## src/rtl/pipeline_ctrl_pkg.sv

```systemverilog
// Shared state encodings, counter width and stage-control payloads for the hazard controller.
package pipeline_ctrl_pkg;

    localparam int unsigned CNT_W   = 16;
    localparam int unsigned STATE_W = 2;
    localparam logic [CNT_W-1:0] CNT_MAX = {CNT_W{1'b1}};

    typedef enum logic [STATE_W-1:0] {
        ST_RUN   = 2'd0,
        ST_STALL = 2'd1,
        ST_FLUSH = 2'd2,
        ST_HOLD  = 2'd3
    } ctrl_state_e;

    // Stage enables and NOP-insertion controls driven toward the pipeline.
    typedef struct packed {
        logic pc_write;
        logic if_id_write;
        logic bubble_id_ex;
        logic flush_if_id;
        logic flush_ex_mem;
        logic pc_sel;
    } ctrl_out_t;

    localparam ctrl_out_t OUT_DEFAULT = '{pc_write: 1'b1, if_id_write: 1'b1, bubble_id_ex: 1'b0,
                                          flush_if_id: 1'b0, flush_ex_mem: 1'b0, pc_sel: 1'b0};
    localparam ctrl_out_t OUT_REDIRECT = '{pc_write: 1'b1, if_id_write: 1'b1, bubble_id_ex: 1'b1,
                                           flush_if_id: 1'b1, flush_ex_mem: 1'b1, pc_sel: 1'b1};
    localparam ctrl_out_t OUT_FREEZE = '{pc_write: 1'b0, if_id_write: 1'b0, bubble_id_ex: 1'b1,
                                         flush_if_id: 1'b0, flush_ex_mem: 1'b0, pc_sel: 1'b0};

    // Saturating increment: holds at all-ones instead of wrapping.
    function automatic logic [CNT_W-1:0] sat_inc(input logic [CNT_W-1:0] v, input logic en);
        return (en && (v != CNT_MAX)) ? v + CNT_W'(1) : v;
    endfunction

endpackage

```

## src/rtl/pipeline_hazard_ctrl_if.sv

```systemverilog
// Pipeline-side signal bundle of the hazard controller.
interface pipeline_hazard_ctrl_if #(
    parameter int unsigned PC_SIZE = 10,
    parameter int unsigned REG_AW  = 5
);
    import pipeline_ctrl_pkg::*;

    logic [REG_AW-1:0]  rs1_id;
    logic [REG_AW-1:0]  rs2_id;
    logic               use_rs2_id;
    logic [REG_AW-1:0]  rd_ex;
    logic               mem_read_ex;
    logic               branch_mem;
    logic               zero_mem;
    logic [PC_SIZE-1:0] PC_jump_mem;
    logic               hold_req;
    logic               clr_cnt;

    logic               pc_write;
    logic               if_id_write;
    logic               bubble_id_ex;
    logic               flush_if_id;
    logic               flush_ex_mem;
    logic               pc_sel;
    logic [PC_SIZE-1:0] pc_target;
    logic               hold_ack;
    logic [STATE_W-1:0] state_o;
    logic [CNT_W-1:0]   stall_cnt;
    logic [CNT_W-1:0]   flush_cnt;

    modport master (
        output rs1_id, rs2_id, use_rs2_id, rd_ex, mem_read_ex,
               branch_mem, zero_mem, PC_jump_mem, hold_req, clr_cnt,
        input  pc_write, if_id_write, bubble_id_ex, flush_if_id, flush_ex_mem,
               pc_sel, pc_target, hold_ack, state_o, stall_cnt, flush_cnt
    );

    modport slave (
        input  rs1_id, rs2_id, use_rs2_id, rd_ex, mem_read_ex,
               branch_mem, zero_mem, PC_jump_mem, hold_req, clr_cnt,
        output pc_write, if_id_write, bubble_id_ex, flush_if_id, flush_ex_mem,
               pc_sel, pc_target, hold_ack, state_o, stall_cnt, flush_cnt
    );

endinterface

```

## src/rtl/pipeline_hazard_ctrl_hazard_detect.sv

```systemverilog
// Combinational load-use and taken-branch detection.
module hazard_detect #(
    parameter int unsigned REG_AW = 5
) (
    input  logic [REG_AW-1:0] i_rs1_id,
    input  logic [REG_AW-1:0] i_rs2_id,
    input  logic              i_use_rs2_id,
    input  logic [REG_AW-1:0] i_rd_ex,
    input  logic              i_mem_read_ex,
    input  logic              i_branch_mem,
    input  logic              i_zero_mem,
    output logic              o_taken_c,
    output logic              o_load_use_c
);

    logic w_rd_nonzero;
    logic w_rs1_hit;
    logic w_rs2_hit;

    // x0 is never a real producer, so a load into it cannot create a hazard.
    assign w_rd_nonzero = (i_rd_ex != '0);
    assign w_rs1_hit    = (i_rd_ex == i_rs1_id);
    assign w_rs2_hit    = i_use_rs2_id && (i_rd_ex == i_rs2_id);

    assign o_taken_c    = i_branch_mem && i_zero_mem;
    assign o_load_use_c = i_mem_read_ex && w_rd_nonzero && (w_rs1_hit || w_rs2_hit);

endmodule

```

## src/rtl/pipeline_hazard_ctrl.sv

```systemverilog
// Hazard controller: stall/flush/hold FSM, debug hold handshake and event counters.
module pipeline_hazard_ctrl
    import pipeline_ctrl_pkg::*;
#(
    parameter int unsigned PC_SIZE = 10,
    parameter int unsigned REG_AW  = 5
) (
    input  logic                   clock,
    input  logic                   reset,
    pipeline_hazard_ctrl_if.slave  bus
);

    ctrl_state_e        r_state;
    ctrl_state_e        w_next_state;
    ctrl_out_t          w_out;
    logic               r_hold_ack;
    logic [CNT_W-1:0]   r_stall_cnt;
    logic [CNT_W-1:0]   r_flush_cnt;
    logic               w_taken;
    logic               w_load_use;
    logic               w_stall_inc;
    logic               w_flush_inc;
    logic [PC_SIZE-1:0] w_pc_target;

    hazard_detect #(.REG_AW(REG_AW)) u_hazard_detect (
        .i_rs1_id      (bus.rs1_id),
        .i_rs2_id      (bus.rs2_id),
        .i_use_rs2_id  (bus.use_rs2_id),
        .i_rd_ex       (bus.rd_ex),
        .i_mem_read_ex (bus.mem_read_ex),
        .i_branch_mem  (bus.branch_mem),
        .i_zero_mem    (bus.zero_mem),
        .o_taken_c     (w_taken),
        .o_load_use_c  (w_load_use)
    );

    // State register.
    always_ff @(posedge clock or negedge reset) begin
        if (!reset) begin
            r_state <= ST_RUN;
        end else begin
            r_state <= w_next_state;
        end
    end

    // Next state: a taken branch wins everywhere except FLUSH, which always drains back to RUN.
    always_comb begin
        w_next_state = ST_RUN;
        case (r_state)
            ST_RUN: begin
                if (w_taken)          w_next_state = ST_FLUSH;
                else if (w_load_use)  w_next_state = ST_STALL;
                else if (bus.hold_req) w_next_state = ST_HOLD;
                else                  w_next_state = ST_RUN;
            end
            ST_STALL: w_next_state = w_taken ? ST_FLUSH : ST_RUN;
            ST_FLUSH: w_next_state = ST_RUN;
            ST_HOLD: begin
                if (w_taken)           w_next_state = ST_FLUSH;
                else if (bus.hold_req) w_next_state = ST_HOLD;
                else                   w_next_state = ST_RUN;
            end
            default: w_next_state = ST_RUN;
        endcase
    end

    // Stage controls for the current cycle; forced to pass-through while reset is low.
    always_comb begin
        w_out = OUT_DEFAULT;
        if (reset) begin
            case (r_state)
                ST_RUN: begin
                    if (w_taken)         w_out = OUT_REDIRECT;
                    else if (w_load_use) w_out = OUT_FREEZE;
                end
                ST_STALL: begin
                    if (w_taken) w_out = OUT_REDIRECT;
                end
                ST_HOLD:  w_out = w_taken ? OUT_REDIRECT : OUT_FREEZE;
                default:  w_out = OUT_DEFAULT;
            endcase
        end
    end

    // Counter events: stall entries plus every cycle spent in HOLD; flush entries.
    assign w_stall_inc = (r_state == ST_HOLD) || (w_next_state == ST_STALL);
    assign w_flush_inc = (w_next_state == ST_FLUSH);

    // Hold acknowledge tracks residency in HOLD, so it rises on the first HOLD cycle.
    always_ff @(posedge clock or negedge reset) begin
        if (!reset) begin
            r_hold_ack <= 1'b0;
        end else begin
            r_hold_ack <= (w_next_state == ST_HOLD);
        end
    end

    // Saturating event counters with a clear that overrides any increment.
    always_ff @(posedge clock or negedge reset) begin
        if (!reset) begin
            r_stall_cnt <= '0;
            r_flush_cnt <= '0;
        end else if (bus.clr_cnt) begin
            r_stall_cnt <= '0;
            r_flush_cnt <= '0;
        end else begin
            r_stall_cnt <= sat_inc(r_stall_cnt, w_stall_inc);
            r_flush_cnt <= sat_inc(r_flush_cnt, w_flush_inc);
        end
    end

    assign w_pc_target = bus.PC_jump_mem;

    assign bus.pc_write     = w_out.pc_write;
    assign bus.if_id_write  = w_out.if_id_write;
    assign bus.bubble_id_ex = w_out.bubble_id_ex;
    assign bus.flush_if_id  = w_out.flush_if_id;
    assign bus.flush_ex_mem = w_out.flush_ex_mem;
    assign bus.pc_sel       = w_out.pc_sel;
    assign bus.pc_target    = w_pc_target;
    assign bus.hold_ack     = r_hold_ack;
    assign bus.state_o      = STATE_W'(r_state);
    assign bus.stall_cnt    = r_stall_cnt;
    assign bus.flush_cnt    = r_flush_cnt;

endmodule

```

## src/flat_wrapper.sv

```systemverilog
// flat-port wrapper written by rule: the top's interface ports become plain ports
module pipeline_hazard_ctrl_flat import pipeline_ctrl_pkg::*;
#(
    parameter int unsigned PC_SIZE = 10,
    parameter int unsigned REG_AW  = 5
)
  (clock, reset, bus_rs1_id, bus_rs2_id, bus_use_rs2_id, bus_rd_ex, bus_mem_read_ex, bus_branch_mem, bus_zero_mem, bus_PC_jump_mem, bus_hold_req, bus_clr_cnt, bus_pc_write, bus_if_id_write, bus_bubble_id_ex, bus_flush_if_id, bus_flush_ex_mem, bus_pc_sel, bus_pc_target, bus_hold_ack, bus_state_o, bus_stall_cnt, bus_flush_cnt);
  pipeline_hazard_ctrl_if #(.PC_SIZE(PC_SIZE), .REG_AW(REG_AW)) bus_i ();
  input  logic clock;
  input  logic reset;
  input wire logic [$bits(bus_i.rs1_id)-1:0] bus_rs1_id;
  input wire logic [$bits(bus_i.rs2_id)-1:0] bus_rs2_id;
  input wire logic [$bits(bus_i.use_rs2_id)-1:0] bus_use_rs2_id;
  input wire logic [$bits(bus_i.rd_ex)-1:0] bus_rd_ex;
  input wire logic [$bits(bus_i.mem_read_ex)-1:0] bus_mem_read_ex;
  input wire logic [$bits(bus_i.branch_mem)-1:0] bus_branch_mem;
  input wire logic [$bits(bus_i.zero_mem)-1:0] bus_zero_mem;
  input wire logic [$bits(bus_i.PC_jump_mem)-1:0] bus_PC_jump_mem;
  input wire logic [$bits(bus_i.hold_req)-1:0] bus_hold_req;
  input wire logic [$bits(bus_i.clr_cnt)-1:0] bus_clr_cnt;
  output wire logic [$bits(bus_i.pc_write)-1:0] bus_pc_write;
  output wire logic [$bits(bus_i.if_id_write)-1:0] bus_if_id_write;
  output wire logic [$bits(bus_i.bubble_id_ex)-1:0] bus_bubble_id_ex;
  output wire logic [$bits(bus_i.flush_if_id)-1:0] bus_flush_if_id;
  output wire logic [$bits(bus_i.flush_ex_mem)-1:0] bus_flush_ex_mem;
  output wire logic [$bits(bus_i.pc_sel)-1:0] bus_pc_sel;
  output wire logic [$bits(bus_i.pc_target)-1:0] bus_pc_target;
  output wire logic [$bits(bus_i.hold_ack)-1:0] bus_hold_ack;
  output wire logic [$bits(bus_i.state_o)-1:0] bus_state_o;
  output wire logic [$bits(bus_i.stall_cnt)-1:0] bus_stall_cnt;
  output wire logic [$bits(bus_i.flush_cnt)-1:0] bus_flush_cnt;
  assign bus_i.rs1_id = bus_rs1_id;
  assign bus_i.rs2_id = bus_rs2_id;
  assign bus_i.use_rs2_id = bus_use_rs2_id;
  assign bus_i.rd_ex = bus_rd_ex;
  assign bus_i.mem_read_ex = bus_mem_read_ex;
  assign bus_i.branch_mem = bus_branch_mem;
  assign bus_i.zero_mem = bus_zero_mem;
  assign bus_i.PC_jump_mem = bus_PC_jump_mem;
  assign bus_i.hold_req = bus_hold_req;
  assign bus_i.clr_cnt = bus_clr_cnt;
  assign bus_pc_write = bus_i.pc_write;
  assign bus_if_id_write = bus_i.if_id_write;
  assign bus_bubble_id_ex = bus_i.bubble_id_ex;
  assign bus_flush_if_id = bus_i.flush_if_id;
  assign bus_flush_ex_mem = bus_i.flush_ex_mem;
  assign bus_pc_sel = bus_i.pc_sel;
  assign bus_pc_target = bus_i.pc_target;
  assign bus_hold_ack = bus_i.hold_ack;
  assign bus_state_o = bus_i.state_o;
  assign bus_stall_cnt = bus_i.stall_cnt;
  assign bus_flush_cnt = bus_i.flush_cnt;
  pipeline_hazard_ctrl #(.PC_SIZE(PC_SIZE), .REG_AW(REG_AW)) u_core (.clock(clock), .reset(reset), .bus(bus_i));
endmodule
```

## config.mk

```make
export PLATFORM = sky130hd
export DESIGN_NAME = pipeline_hazard_ctrl_flat
export DESIGN_NICKNAME = d
export VERILOG_FILES = /design/src/rtl/pipeline_ctrl_pkg.sv /design/src/rtl/pipeline_hazard_ctrl_if.sv /design/src/rtl/pipeline_hazard_ctrl_hazard_detect.sv /design/src/rtl/pipeline_hazard_ctrl.sv /design/src/flat_wrapper.sv
export SDC_FILE = /design/constraint.sdc
export NUM_CORES = 1
export LEC_CHECK = 0
export CORE_UTILIZATION = 35
export CTS_CLUSTER_DIAMETER = 120
export DETAILED_ROUTE_END_ITERATION = 8
export GPL_ROUTABILITY_DRIVEN = 0
export GPL_TIMING_DRIVEN = 0
export PLACE_DENSITY = 0.71
export SLEW_MARGIN = 20
export SYNTH_ARGS = -nofsm -noshare
export SYNTH_HDL_FRONTEND = slang
export SYNTH_SLANG_ARGS = --single-unit
```

## constraint.sdc

```tcl
create_clock -name clock -period 2.6 [get_ports clock]
set_input_delay 0.26 -clock clock [delete_from_list [all_inputs] [get_ports clock]]
set_output_delay 0.26 -clock clock [all_outputs]
set_load 0.005 [all_outputs]
```

After elaboration in Yosys (flattened, before gate mapping):

Index checks and enable logic that the tools add are counted.

* add/subtract/negate cells: 2
* eq/ne operators: 10
* mux-type cells: 16
* reduce and logical (&&, ||, !) cells: 12

Operator list (count)
* 16-bit 2-to-1 mux: 4
* 16-bit by 1-bit adder with 16-bit output (second input constant): 2
* 16-bit inequality test (second input constant): 2
* 6-bit 2-to-1 mux: 4
* 6-bit one-hot mux with 3 select lines: 1
* 5-bit == test: 2
* 2-bit 2-to-1 mux: 5
* 2-bit == test (second input constant): 4
* 2-bit one-hot mux with 4 select lines: 1
* 1-bit logical AND: 6
* 5-bit nonzero test: 1
* 2-bit by 1-bit == test with 1-bit output (second input constant): 2
* 4-bit 2-to-1 mux: 1
* 2-bit nonzero test: 2
* 2-bit zero test: 1
* 1-bit logical OR: 2

* register bits after elaboration: 35

Depth between registers and ports, before layout:

Gate-level depths: netlist of run 1.

* word-level depth: 12
* mapped depth: 9

Cells and area by module:

From an unflattened synthesis of run 1, not the netlist that was laid out.

* cells, all modules: 259
* area, all modules: 2290.9 um2

By module, submodules not included
* pipeline_hazard_ctrl: instances 1, cells an instance 241, area an instance 2152.1 um2, sequential area each 875.8 um2
* hazard_detect: instances 1, cells an instance 18, area an instance 138.9 um2, sequential area each 0.0 um2

Worst setup path before layout of run 1:

Ideal clock, no wire load.

* kind: register to register
* start: register u_core.r_stall_cnt[0], in the netlist u_core.bus.stall_cnt[0]
* end: register u_core.r_stall_cnt[1], in the netlist u_core.bus.stall_cnt[1]
* setup time: 132 ps
* data arrival time: 2093 ps
* path slack: 375 ps
* stages on the path, launching flop included: 10
* buffers on the path: 2
* period minus slack after synthesis: 2225 ps
* cells stage by stage: dfrtp_1 > ha_1 > nand2_1 > or3_4 > o2111a_1 > a21boi_4 > buf_6 > buf_8 > mux2i_1 > nor2_1

* word-level cells in the longest chain between the ends: 3
* elaborated cells on any way between the ends: 6
* classes of those cells: 1 x add/sub; 1 x eq/ne; 2 x mux; 2 x reduce/logical

RTL lines
* start: declaration: RTL line pipeline_hazard_ctrl.sv:17 `logic [CNT_W-1:0] r_stall_cnt;`
* start signal: assignment: RTL line pipeline_hazard_ctrl.sv:107 `r_stall_cnt <= sat_inc(r_stall_cnt, w_stall_inc);`
* 16-bit by 1-bit adder with 16-bit output / 16-bit inequality test (equally long branches): RTL line pipeline_ctrl_pkg.sv:34 `return (en && (v != CNT_MAX)) ? v + CNT_W'(1) : v;`
* 16-bit 2-to-1 mux / 1-bit logical AND (equally long branches): RTL line pipeline_ctrl_pkg.sv:34
* 16-bit 2-to-1 mux / 2-bit nonzero test (equally long branches)

Parallel ways exist; a longest one is shown, timed or not. The select of a mux whose other input is x is not followed.
A chain may end at the register's enable or synchronous reset.

Worst setup path after layout of run 1:

* start: input bus_rd_ex[0]
* end: output bus_if_id_write

* word-level cells in the longest chain between the ends: 8
* elaborated cells on any way between the ends: 11
* classes of those cells: 2 x eq/ne; 4 x mux; 5 x reduce/logical

RTL lines
* start: declaration: RTL line flat_wrapper.sv:14 `input wire logic [$bits(bus_i.rd_ex)-1:0] bus_rd_ex;`
* 5-bit == test: RTL line pipeline_hazard_ctrl_hazard_detect.sv:23 `assign w_rs2_hit = i_use_rs2_id && (i_rd_ex == i_rs2_id);`
* 1-bit logical AND: RTL line pipeline_hazard_ctrl_hazard_detect.sv:23
* 1-bit logical OR: RTL line pipeline_hazard_ctrl_hazard_detect.sv:26 `assign o_load_use_c = i_mem_read_ex && w_rd_nonzero && (w_rs1_hit || w_rs2_hit);`
* 1-bit logical AND (*): RTL line pipeline_hazard_ctrl_hazard_detect.sv:26
* 6-bit 2-to-1 mux (*): RTL line pipeline_hazard_ctrl.sv:74 `else if (w_load_use) w_out = OUT_FREEZE;`
* 6-bit 2-to-1 mux (*): RTL line pipeline_hazard_ctrl.sv:73 `if (w_taken) w_out = OUT_REDIRECT;`
* 6-bit one-hot mux with 3 select lines (*): RTL line pipeline_hazard_ctrl.sv:71 `case (r_state)`
* 6-bit 2-to-1 mux (*): RTL line pipeline_hazard_ctrl.sv:70 `if (reset) begin`
* end: declaration: RTL line flat_wrapper.sv:22 `output wire logic [$bits(bus_i.if_id_write)-1:0] bus_if_id_write;`

Mark *: on every way between the ends. The rest lies on a longest branch, timed or not.

==> metrics.txt, run 1 <==
critical path type in -> out; Reg area 876 µm²; CTS root buf clkbuf_8; Yosys cell types 44; antenna violations before repair 0; ANT nets after route 0; commonest non-fill, non-tap cell in the layout clkdlybuf4s50_1; RSZ-0062 raised after global routing no; skew final 0.0102 ns; first-pass GRT wire length 8.60 mm; Worst Setup End Kind output port; Sinks on Clock Net 35; Rel. slew slack 59.0%; cell internal pwr 918 µW; # fillers 541; detailed-route DRC error count 0; crit-path max FO 3; R2R cell count 9; family with the most delay on the worst path buffers and inverters; Worst EP required 2.34 ns; final hold violation count 0; Clk pwr share 33.9%; Hold Path Class in -> async; peak supply drop 0.285 mV; vias in the first global route 1,907; via/cell ratio 5.16; switching share of power 25.9%; Starting DRT DRC Count 68; Crit Reg-Reg Startpoint u_core.bus.stall_cnt[0]$_DFFE_PN0P_; Layout Nets 348; leakage power 1.25 nW; crit path DAT 2.17 ns; Synth area leader dfrtp_1; slew at the pin closest to its max-slew limit 0.607 ns; syn_nets 264; routed vias 1,990; final setup fails 0; CP startpoint kind input pin; Rows 27; CTS tree yes; final core occ 54.3%; worst path bufs/invs 2; sequential share of the synthesized area 41.3%; FMAX 412 MHz; crit-path max cell delay 0.54 ns; Post-synth ARST share 100%; die height 79.8 µm; ys flop type dfrtp_1; final WL 5.20 mm; clk_lat worst skew 0.29 ns; starting density of the core 37.3%; # diodes 0; Area growth syn-to-layout 45.6%; register-to-register setup slack 0.22 ns; fin crit period 2.43 ns; Tcrit/Tclk final 93.5%; combinational power share 19.8%; Mapped Area 2120 µm²; worst reg2reg endpoint u_core.bus.stall_cnt[1]$_DFFE_PN0P_; post-synth top area share 41.3%; port bufs 72; average wire per standard cell 13.5 µm; Crit. path cell count 7; pwr dens 402 nW/µm²; most frequent cells in the layout 67 x clkdlybuf4s50_1, 35 x dfrtp_1, 22 x nor2_1, 16 x nand2_1, 16 x buf_4; Reg clk slew, reported paths 0.08 ns; Setup TNS 0 ns; outcome completed; synthesized flop and latch total 35; Seq pwr share 46.4%; Clock Path Buffers 2; GRT Total Usage 17.2%; DIE WIDTH 79.8 µm; total CTS buffers 5; I/O pin count 84; Area contributors post-synth dfrtp_1 41%, xor2_1 5.0%, buf_4 4.6%, xnor2_1 4.5%, nor2_1 3.9%; Pre-Repair DR Iteration Count 4; Max Cap Viol 0; Final HPWL DP 3.80 mm; Syn Area/Cell 9.25 µm²; Core Box Area 5680 µm²; Cells after Synth 229; # H-tree levels 2; CP Cell Sequence dlygate4sd2_1 -> or4_1 -> o21a_1 -> nand2_2 -> nor3_2 -> o211ai_1 -> clkdlybuf4s50_1; EDFF count, synth 0; pin count of the biggest net entering global routing 28; fin. max-slew vios 0; die area 6370 µm²; Switch Pwr 321 µW; Syn. warnings 0; Critical-path top delay cell clkdlybuf4s50_1; Multi-input gate area 1100 µm²; grt ovf 0; share of cells above drive strength 1 11.1%
==> per-stage QoR <==
stage | hold slack, ns | instances | area [µm²] | power [mW] | setup WS (ns)
5_1_grt | 0.396 | 386 | 3080 | 1.31 | 0.0457
3_5_place_dp | 0.154 | 374 | 2940 | 0.824 | -0.178
4_1_cts | 0.365 | 384 | 3060 | 1.25 | 0.0212
6_report | 0.381 | 386 | 3080 | 1.24 | 0.170
3_3_place_gp | 0.545 | 373 | 2930 | 0.819 | -0.613
2_1_floorplan | -0.0356 | 229 | 2120 | 0.697 | 0.375
==> Yosys cell counts, drive strengths merged, types with 2 or more instances <==
master / count
o2111a: 2
buf: 16
or3: 9
ha: 2
nor3: 5
nand4: 8
and2: 5
o21a: 2
nand2b: 2
xor2: 12
dfrtp: 35
o21ai: 11
nor2: 22
o31ai: 3
xnor2: 11
a21boi: 2
or4: 4
nor2b: 2
nor4: 2
clkbuf: 5
a21o: 2
inv: 3
mux2: 2
a21oi: 12
nand3: 14
and3: 5
and4: 3
nand2: 17
mux2i: 3
==> cell type report <==
cell class                      count  area share [%]
Clock inverter                      2           0.527
Buffer                             20            4.50
Tap cell                           72            2.92
Multi-Input combinational cell    170            35.6
Timing Repair Buffer               78            25.0
Inverter                            3           0.365
Sequential cell                    35            28.4
Clock buffer                        6            2.68
==> how the worst max path moves through the flow <==
| stage | start | to | slack (ns) |
|---|---|---|---|
| 2_1_floorplan | u_core.bus.stall_cnt[0]$_DFFE_PN0P_ | u_core.bus.stall_cnt[1]$_DFFE_PN0P_ | 0.38 |
| 3_3_place_gp | reset | bus_flush_if_id | -0.61 |
| 3_5_place_dp | bus_rd_ex[0] | bus_pc_write | -0.18 |
| 4_1_cts | bus_rd_ex[0] | bus_pc_write | 0.02 |
| 5_1_grt | bus_rd_ex[0] | bus_if_id_write | 0.05 |
| 6_report | bus_rd_ex[0] | bus_if_id_write | 0.17 |
==> worst register-to-register path, cell delays in order, from the launching register on <==
cell and delay, ns:
dfrtp_1 0.42, ha_1 0.22, nand2_1 0.14, or3_4 0.44, o2111a_1 0.29, a21boi_4 0.20, buf_6 0.17, buf_8 0.14
mux2i_1 0.18, nor2_1 0.05
==> state kept, by name (all words and copies together), names as in the netlist <==
name / count
u_core.bus.state_o: 2
u_core.bus.hold_ack: 1
u_core.bus.flush_cnt: 16
u_core.bus.stall_cnt: 16
==> per-layer routing <==
metal  up-vias  GRT usage (%)  wire length [µm]
li1        973              -                 -
met1       949           21.8              2450
met2        64           27.9              2260
met3         4           5.14               437
met4         0           5.89                52
met5         -              0                 0
==> kinds of logic (layout without fill, tap and decap cells) <==
group,after synthesis,after routing,share of synthesized area (%)
XOR/XNOR,23,23,9.51
AND/OR/NAND/NOR,99,99,24.7
buffers and inverters,24,109,7.44
flip-flops,35,35,41.3
AO/OA/AOI/OAI,41,41,13.3
multiplexers,5,5,2.48
adder cells (fa/ha/maj),2,2,1.18
==> power groups by stage <==
stage,Combinational [mW],Sequential (mW),Clock (mW)
finish,0.245,0.574,0.420
global route,0.269,0.578,0.464
CTS,0.243,0.573,0.439
detailed placement,0.240,0.584,0
global placement,0.235,0.584,0
floorplan,0.114,0.583,0
==> repair_timing <==
item / 4_1_cts / 5_1_grt
hold endpoints to repair: 8 / 0
gates resized for setup: 5 / 3
setup buffers: 1 / 3
pin swaps: 2 / 3
endpoints found under the setup margin: 3 / 11
hold buffers: 1 / 0
No activity file was read; power rests on OpenSTA's default activity.
==> run 2: changes to the inputs <==
--- a/config.mk
+++ b/config.mk
@@ -10,8 +10,9 @@
 export DETAILED_ROUTE_END_ITERATION = 8
 export GPL_ROUTABILITY_DRIVEN = 0
 export GPL_TIMING_DRIVEN = 0
-export PLACE_DENSITY = 0.71
+export PLACE_DENSITY = 0.69
 export SLEW_MARGIN = 20
 export SYNTH_ARGS = -nofsm -noshare
 export SYNTH_HDL_FRONTEND = slang
+export SYNTH_HIERARCHICAL = 1
 export SYNTH_SLANG_ARGS = --single-unit
==> run 2 against run 1 <==
Against the previous run: critical path depth is 3 higher; synthesized cell count is 13% higher; fmax is 3.6% lower; wire length is 16% higher; global-route usage is 0.31 points higher; largest cell class unchanged; critical path type is now in -> reg; cell count is 9.6% higher; sequential share of layout area is 2.2 points lower; via count is 15% higher.
==> metrics.txt, run 2 <==
first-pass GRT wire length 10.0 mm (was 8.60 mm); Synth area leader dfrtp_1 (unchanged); final core occ 52.7% (was 54.3%); Rel. slew slack 49.0% (was 59.0%); Final Instance Count excl. Fillers 423 (was 386); ys flop type dfrtp_1 (unchanged); Reg clk slew, reported paths 0.07 ns (was 0.08 ns); antenna violations before repair 0 (unchanged); synthesized flop and latch total 35 (unchanged); grt ovf 0 (unchanged); vias in the first global route 2,163 (was 1,907); # fillers 590 (was 541); starting density of the core 36.1% (was 37.3%); CTS root buf clkbuf_8 (unchanged); Pre-Repair DR Iteration Count 4 (unchanged); CP startpoint kind input pin (unchanged); # H-tree levels 2 (unchanged); ANT nets after route 0 (unchanged); crit path DAT 2.74 ns (was 2.17 ns); share of cells above drive strength 1 15.3% (was 11.1%); Final HPWL DP 4.28 mm (was 3.80 mm); Hold Path Class in -> async (unchanged); total CTS buffers 5 (unchanged); final setup fails 0 (unchanged); worst hold margin 0.354 ns (was 0.381 ns); Post-synth ARST share 100% (unchanged); fin crit period 2.52 ns (was 2.43 ns); Rows 29 (was 27); Sinks on Clock Net 35 (unchanged); Starting DRT DRC Count 112 (was 68); critical path type in -> reg (was in -> out); Worst Setup End Kind flip-flop (was output port); Critical-path top delay cell or4_4 (was clkdlybuf4s50_1); final WL 6.01 mm (was 5.20 mm); FMAX 397 MHz (was 412 MHz); Syn. warnings 6 (was 0); Worst EP required 2.82 ns (was 2.34 ns); Cells after Synth 259 (was 229); total power 1.19 mW (was 1.24 mW); routed vias 2,285 (was 1,990); slew at the pin closest to its max-slew limit 0.759 ns (was 0.607 ns); pin count of the biggest net entering global routing 31 (was 28); clk_lat worst skew 0.29 ns (about the same); Mapped Area 2290 µm² (was 2120 µm²); fin. max-slew vios 0 (unchanged); Max Cap Viol 0 (unchanged); Core Box Area 6350 µm² (was 5680 µm²); die area 6870 µm² (was 6370 µm²); CP Cell Sequence dlygate4sd2_1 -> xor2_1 -> nor4_2 -> nand3_1 -> a21oi_4 -> nor4b_4 -> buf_4 -> o2111ai_4 -> or4_4 -> a21oi_2 (was dlygate4sd2_1 -> or4_1 -> o21a_1 -> nand2_2 -> nor3_2 -> o211ai_1 -> clkdlybuf4s50_1); port bufs 73 (was 72); I/O pin count 84 (unchanged); Yosys cell types 44 (unchanged); EDFF count, synth 0 (unchanged); Clock Path Buffers 2 (unchanged); Multi-input gate area 1320 µm² (was 1100 µm²); sequential share of the synthesized area 38.2% (was 41.3%); pre-CTS setup slack -0.819 ns (was -0.178 ns); most frequent cells in the layout 61 x clkdlybuf4s50_1, 35 x dfrtp_1, 24 x a21oi_1, 17 x buf_4, 15 x nor2_1 (was 67 x clkdlybuf4s50_1, 35 x dfrtp_1, 22 x nor2_1, 16 x nand2_1, 16 x buf_4); Area contributors post-synth dfrtp_1 38%, a21oi_1 5.9%, buf_4 4.3%, mux2_2 3.9%, or4_1 3.9% (was dfrtp_1 41%, xor2_1 5.0%, buf_4 4.6%, xnor2_1 4.5%, nor2_1 3.9%); # diodes 0 (unchanged); Area growth syn-to-layout 45.9% (was 45.6%); skew final 0.0106 ns (was 0.0102 ns); Tcrit/Tclk final 97.0% (was 93.5%); pwr dens 355 nW/µm² (was 402 nW/µm²); Layout Nets 380 (was 348); crit-path max cell delay 0.56 ns (was 0.54 ns); post-synth top area share 38.2% (was 41.3%); DP Cell Count 410 (was 374); die height 82.9 µm (was 79.8 µm); Syn Area/Cell 8.85 µm² (was 9.25 µm²); crit-path max FO 6 (was 3); detailed-route DRC error count 0 (unchanged); leakage power 1.28 nW (was 1.25 nW); Synth top cells by count 35 x dfrtp_1, 27 x a21oi_1, 15 x nor2_1 (was 35 x dfrtp_1, 22 x nor2_1, 17 x nand2_1); syn_nets 294 (was 264); average wire per standard cell 14.2 µm (was 13.5 µm); CTS tree yes (unchanged); outcome completed (unchanged); via/cell ratio 5.40 (was 5.16); final worst slack 0.0787 ns (was 0.170 ns); GRT Total Usage 17.5% (was 17.2%); Reg area 876 µm² (unchanged); commonest non-fill, non-tap cell in the layout clkdlybuf4s50_1 (unchanged); DIE WIDTH 82.9 µm (was 79.8 µm); count leader, synth dfrtp_1 (unchanged); peak supply drop 0.255 mV (was 0.285 mV); final hold violation count 0 (unchanged)
-- run 2: changes by cell type after synthesis, moves of 6 or more --
cell,change
o21ai_0,+6
a21oi_1,+15
xnor2_1,-8
mux2_2,+8
o21ai_1,-8
nor2_1,-7
o31ai_1,+6
nor2b_1,+6
or4_1,+8
-- run 2: report_power, final --
group          leakage (nW)  internal (mW)  switching [mW]
clock network        0.0422          0.188           0.200
registers             0.485          0.556          0.0239
logic                 0.755          0.123          0.0967
total                  1.28          0.867           0.320
-- run 2: final cells by class --
cell class	instances	area share [%]
Multi-Input combinational cell	191	39.5
Sequential cell	35	26.2
Timing Repair Buffer	79	23.8
Buffer	25	4.34
Tap cell	77	2.88
Clock buffer	7	2.28
Inverter	8	0.898
Clock inverter	1	0.150
-- run 2: path summary, 6_finish.rpt --
kind,slack (ns),end,depth (start not counted),start
max in group asynchronous,1.82,u_core/bus.state_o[0]$_DFF_PN0_,3,reset
min reg2reg,0.56,u_core/bus.flush_cnt[10]$_DFFE_PN0P_,2,u_core/bus.flush_cnt[10]$_DFFE_PN0P_
min in group clock,0.56,u_core/bus.flush_cnt[10]$_DFFE_PN0P_,2,u_core/bus.flush_cnt[10]$_DFFE_PN0P_
max reg2reg,0.26,u_core/bus.flush_cnt[12]$_DFFE_PN0P_,6,u_core/bus.flush_cnt[0]$_DFFE_PN0P_
max,0.08,u_core/bus.stall_cnt[8]$_DFFE_PN0P_,10,bus_rd_ex[3]
min,0.35,u_core/bus.flush_cnt[0]$_DFFE_PN0P_,2,reset
-- run 2: what timing repair did --
action / in CTS / in global routing
buffers inserted: 1 / 3
setup endpoints to repair: 19 / 15
pin swaps: 5 / 11
hold buffers: 1 / 0
gates cloned: 0 / 0
resized for setup: 11 / 15
endpoints found under the hold margin: 8 / 0
-- run 2: per-layer routing --
layer	routed length [µm]	vias to the layer above	global-route usage [%]	part of all wire, %
li1	-	1136	-	-
met1	2770	1086	22.7	46
met2	2850	58	28.4	47
met3	320	5	4.08	5.3
met4	61	0	6.74	1.0
met5	0	-	0	0
-- run 2: through the flow --
stage	area, µm²	TNS, ns
5_1_grt	3340	-0.0133
3_5_place_dp	3130	-10.82
6_report	3340	0
4_1_cts	3260	0
2_1_floorplan	2290	0
3_3_place_gp	3120	-13.02
-- run 2: cell families (layout without fill, tap and decap cells) --
logic type | Yosys count | in the layout | synth area share (%)
buf+inv | 33 | 120 | 7.65
mux | 8 | 8 | 3.93
flops | 35 | 35 | 38.2
fa+ha+maj | 2 | 2 | 1.09
simple gates | 111 | 111 | 29.1
compound gates | 60 | 60 | 16.2
xor+xnor | 10 | 10 | 3.82
-- run 2: critical path, delay by kind of cell --
kind | cells | cell delay (ns)
and+or+nand+nor | 4 | 1.30
AOI/OAI and AO/OA | 3 | 0.53
buffers and inverters | 2 | 0.45
xor gates and xnor gates | 1 | 0.18
==> run 3: changes to the inputs <==
--- a/config.mk
+++ b/config.mk
@@ -11,7 +11,6 @@
 export GPL_ROUTABILITY_DRIVEN = 0
 export GPL_TIMING_DRIVEN = 0
 export PLACE_DENSITY = 0.69
-export SLEW_MARGIN = 20
 export SYNTH_ARGS = -nofsm -noshare
 export SYNTH_HDL_FRONTEND = slang
 export SYNTH_HIERARCHICAL = 1
==> run 3 against run 2 <==
Against the previous run: worst hold slack got worse by 0.29 ns; register-to-register slack about the same; clock skew is 0.0032 ns lower; via count grew 1.4%; final area decreased by 1.7%; first-iteration DRC count shrank 14%; largest cell class unchanged; global-route usage increased by 0.16 points; highest routed layer unchanged; clock power about the same.
==> metrics.txt, run 3 (synthesized netlist as in run 2, its figures left out) <==
outcome completed (unchanged); vias in the first global route 2,198 (was 2,163); port bufs 73 (unchanged); final worst slack 0.0482 ns (was 0.0787 ns); slew at the pin closest to its max-slew limit 0.829 ns (was 0.759 ns); Final HPWL DP 4.22 mm (was 4.28 mm); commonest non-fill, non-tap cell in the layout clkdlybuf4s50_1 (unchanged); Reg clk slew, reported paths 0.07 ns (about the same); CTS tree yes (unchanged); pwr dens 360 nW/µm² (was 355 nW/µm²); leakage power 1.23 nW (was 1.28 nW); Area growth syn-to-layout 43.4% (was 45.9%); share of cells above drive strength 1 14.0% (was 15.3%); # diodes 0 (unchanged); # H-tree levels 2 (unchanged); worst hold margin 0.0693 ns (was 0.354 ns); ANT nets after route 0 (unchanged); final core occ 51.7% (was 52.7%); RSZ-0062 raised after global routing yes; via/cell ratio 5.51 (was 5.40); DP Cell Count 409 (was 410); Final Instance Count excl. Fillers 420 (was 423); Max Cap Viol 0 (unchanged); Tcrit/Tclk final 98.1% (was 97.0%); Clock Path Buffers 2 (unchanged); Worst EP required 2.81 ns (was 2.82 ns); final hold violation count 0 (unchanged); GRT Total Usage 17.7% (was 17.5%); Critical-path top delay cell or4_1 (was or4_4); Worst Setup End Kind flip-flop (unchanged); Starting DRT DRC Count 96 (was 112); CP startpoint kind input pin (unchanged); Pre-Repair DR Iteration Count 4 (unchanged); Setup TNS 0 ns (unchanged); CTS root buf clkbuf_8 (unchanged); peak supply drop 0.213 mV (was 0.255 mV); pin count of the biggest net entering global routing 39 (was 31); Final Instance Area 3290 µm² (was 3340 µm²); clk_lat worst skew 0.29 ns (about the same); skew final 0.00736 ns (was 0.0106 ns); Layout Nets 377 (was 380); first-pass GRT wire length 10.2 mm (was 10.0 mm); routed vias 2,316 (was 2,285); die area 6870 µm² (unchanged); # fillers 610 (was 590); FMAX 392 MHz (was 397 MHz); I/O pin count 84 (unchanged); combinational power share 18.1% (was 18.5%); starting density of the core 36.1% (unchanged); final WL 5.93 mm (was 6.01 mm); fin. max-slew vios 0 (unchanged); crit-path max FO 6 (unchanged); grt ovf 0 (unchanged); Seq pwr share 49.1% (was 48.8%); fin crit period 2.55 ns (was 2.52 ns); pre-CTS setup slack -0.808 ns (was -0.819 ns); Switch Pwr 318 µW (was 320 µW); average wire per standard cell 14.1 µm (was 14.2 µm); CP Cell Sequence clkdlybuf4s50_1 -> xor2_1 -> nor3_1 -> nand3_1 -> a21oi_4 -> nor4b_4 -> o2111ai_2 -> or4_1 -> a21oi_1 (was dlygate4sd2_1 -> xor2_1 -> nor4_2 -> nand3_1 -> a21oi_4 -> nor4b_4 -> buf_4 -> o2111ai_4 -> or4_4 -> a21oi_2); antenna violations before repair 0 (unchanged); crit-path max cell delay 0.56 ns (about the same); Sinks on Clock Net 35 (unchanged); CTS Hold Bufs 0 (was 1); Clk pwr share 32.8% (was 32.7%); Rows 29 (unchanged); Core Box Area 6350 µm² (unchanged); cell internal pwr 864 µW (was 867 µW); switching share of power 26.9% (was 27.0%); total power 1.18 mW (was 1.19 mW); DIE WIDTH 82.9 µm (unchanged); most frequent cells in the layout 67 x clkdlybuf4s50_1, 35 x dfrtp_1, 26 x a21oi_1, 16 x buf_4, 15 x nor2_1 (was 61 x clkdlybuf4s50_1, 35 x dfrtp_1, 24 x a21oi_1, 17 x buf_4, 15 x nor2_1); Rel. slew slack 44.7% (was 49.0%); total CTS buffers 5 (unchanged); Hold Path Class in -> async (unchanged); die height 82.9 µm (unchanged); critical path type in -> reg (unchanged); final setup fails 0 (unchanged); crit path DAT 2.76 ns (was 2.74 ns); detailed-route DRC error count 0 (unchanged); Cell Area, Placed 3110 µm² (was 3130 µm²)
==> run 3: critical path: cells and delay by family <==
kind                      cells  cell delay [ns]
AOI/OAI and AO/OA             3             0.61
xor gates and xnor gates      1             0.19
buffers and inverters         1             0.48
and+or+nand+nor               4             1.21
==> run 3: power groups by stage <==
stage / clock network (mW) / registers, mW / logic (mW)
final: 0.388 / 0.580 / 0.214
after global routing: 0.425 / 0.584 / 0.236
after CTS: 0.406 / 0.580 / 0.213
after detailed placement: 0 / 0.587 / 0.213
after global placement: 0 / 0.587 / 0.210
after floorplan: 0 / 0.584 / 0.0928
==> run 3: final cells by class <==
| class | instances | area [µm²] | share of cell area [%] |
|---|---|---|---|
| plain buffers | 25 | 145 | 4.42 |
| clock buffers | 7 | 76.3 | 2.32 |
| clock inverters | 1 | 5.00 | 0.152 |
| inverters | 8 | 30.0 | 0.914 |
| multi-input cells | 191 | 1310 | 39.9 |
| flip-flops and latches | 35 | 876 | 26.7 |
| well taps | 77 | 96.3 | 2.93 |
| repair buffers | 76 | 746 | 22.7 |
==> run 3: per-layer routing <==
layer  track usage, %  up-vias  wire (µm)
met5                0        -          0
li1                 -     1128          -
met4             5.64        0         56
met2             28.8       85       2810
met3             4.87        6        388
met1             22.8     1097       2670
==> run 3: worst paths after layout <==
kind                                                       from                                    to  slack (ns)  depth (start not counted)
min                                                       reset   u_core/bus.stall_cnt[5]$_DFFE_PN0P_        0.07                          1
max reg2reg                 u_core/bus.flush_cnt[0]$_DFFE_PN0P_  u_core/bus.flush_cnt[12]$_DFFE_PN0P_        0.25                          6
min in group clock         u_core/bus.flush_cnt[10]$_DFFE_PN0P_  u_core/bus.flush_cnt[10]$_DFFE_PN0P_        0.56                          2
min reg2reg                u_core/bus.flush_cnt[10]$_DFFE_PN0P_  u_core/bus.flush_cnt[10]$_DFFE_PN0P_        0.56                          2
max in group asynchronous                                 reset       u_core/bus.state_o[0]$_DFF_PN0_        2.01                          1
max                                                bus_rd_ex[2]  u_core/bus.stall_cnt[14]$_DFFE_PN0P_        0.05                          9
==> run 3: what timing repair did <==
| item | in CTS | in global routing |
|---|---|---|
| setup buffers | 0 | 3 |
| resized for setup | 9 | 9 |
| pin swaps | 2 | 2 |
| setup endpoints to repair | 19 | 13 |
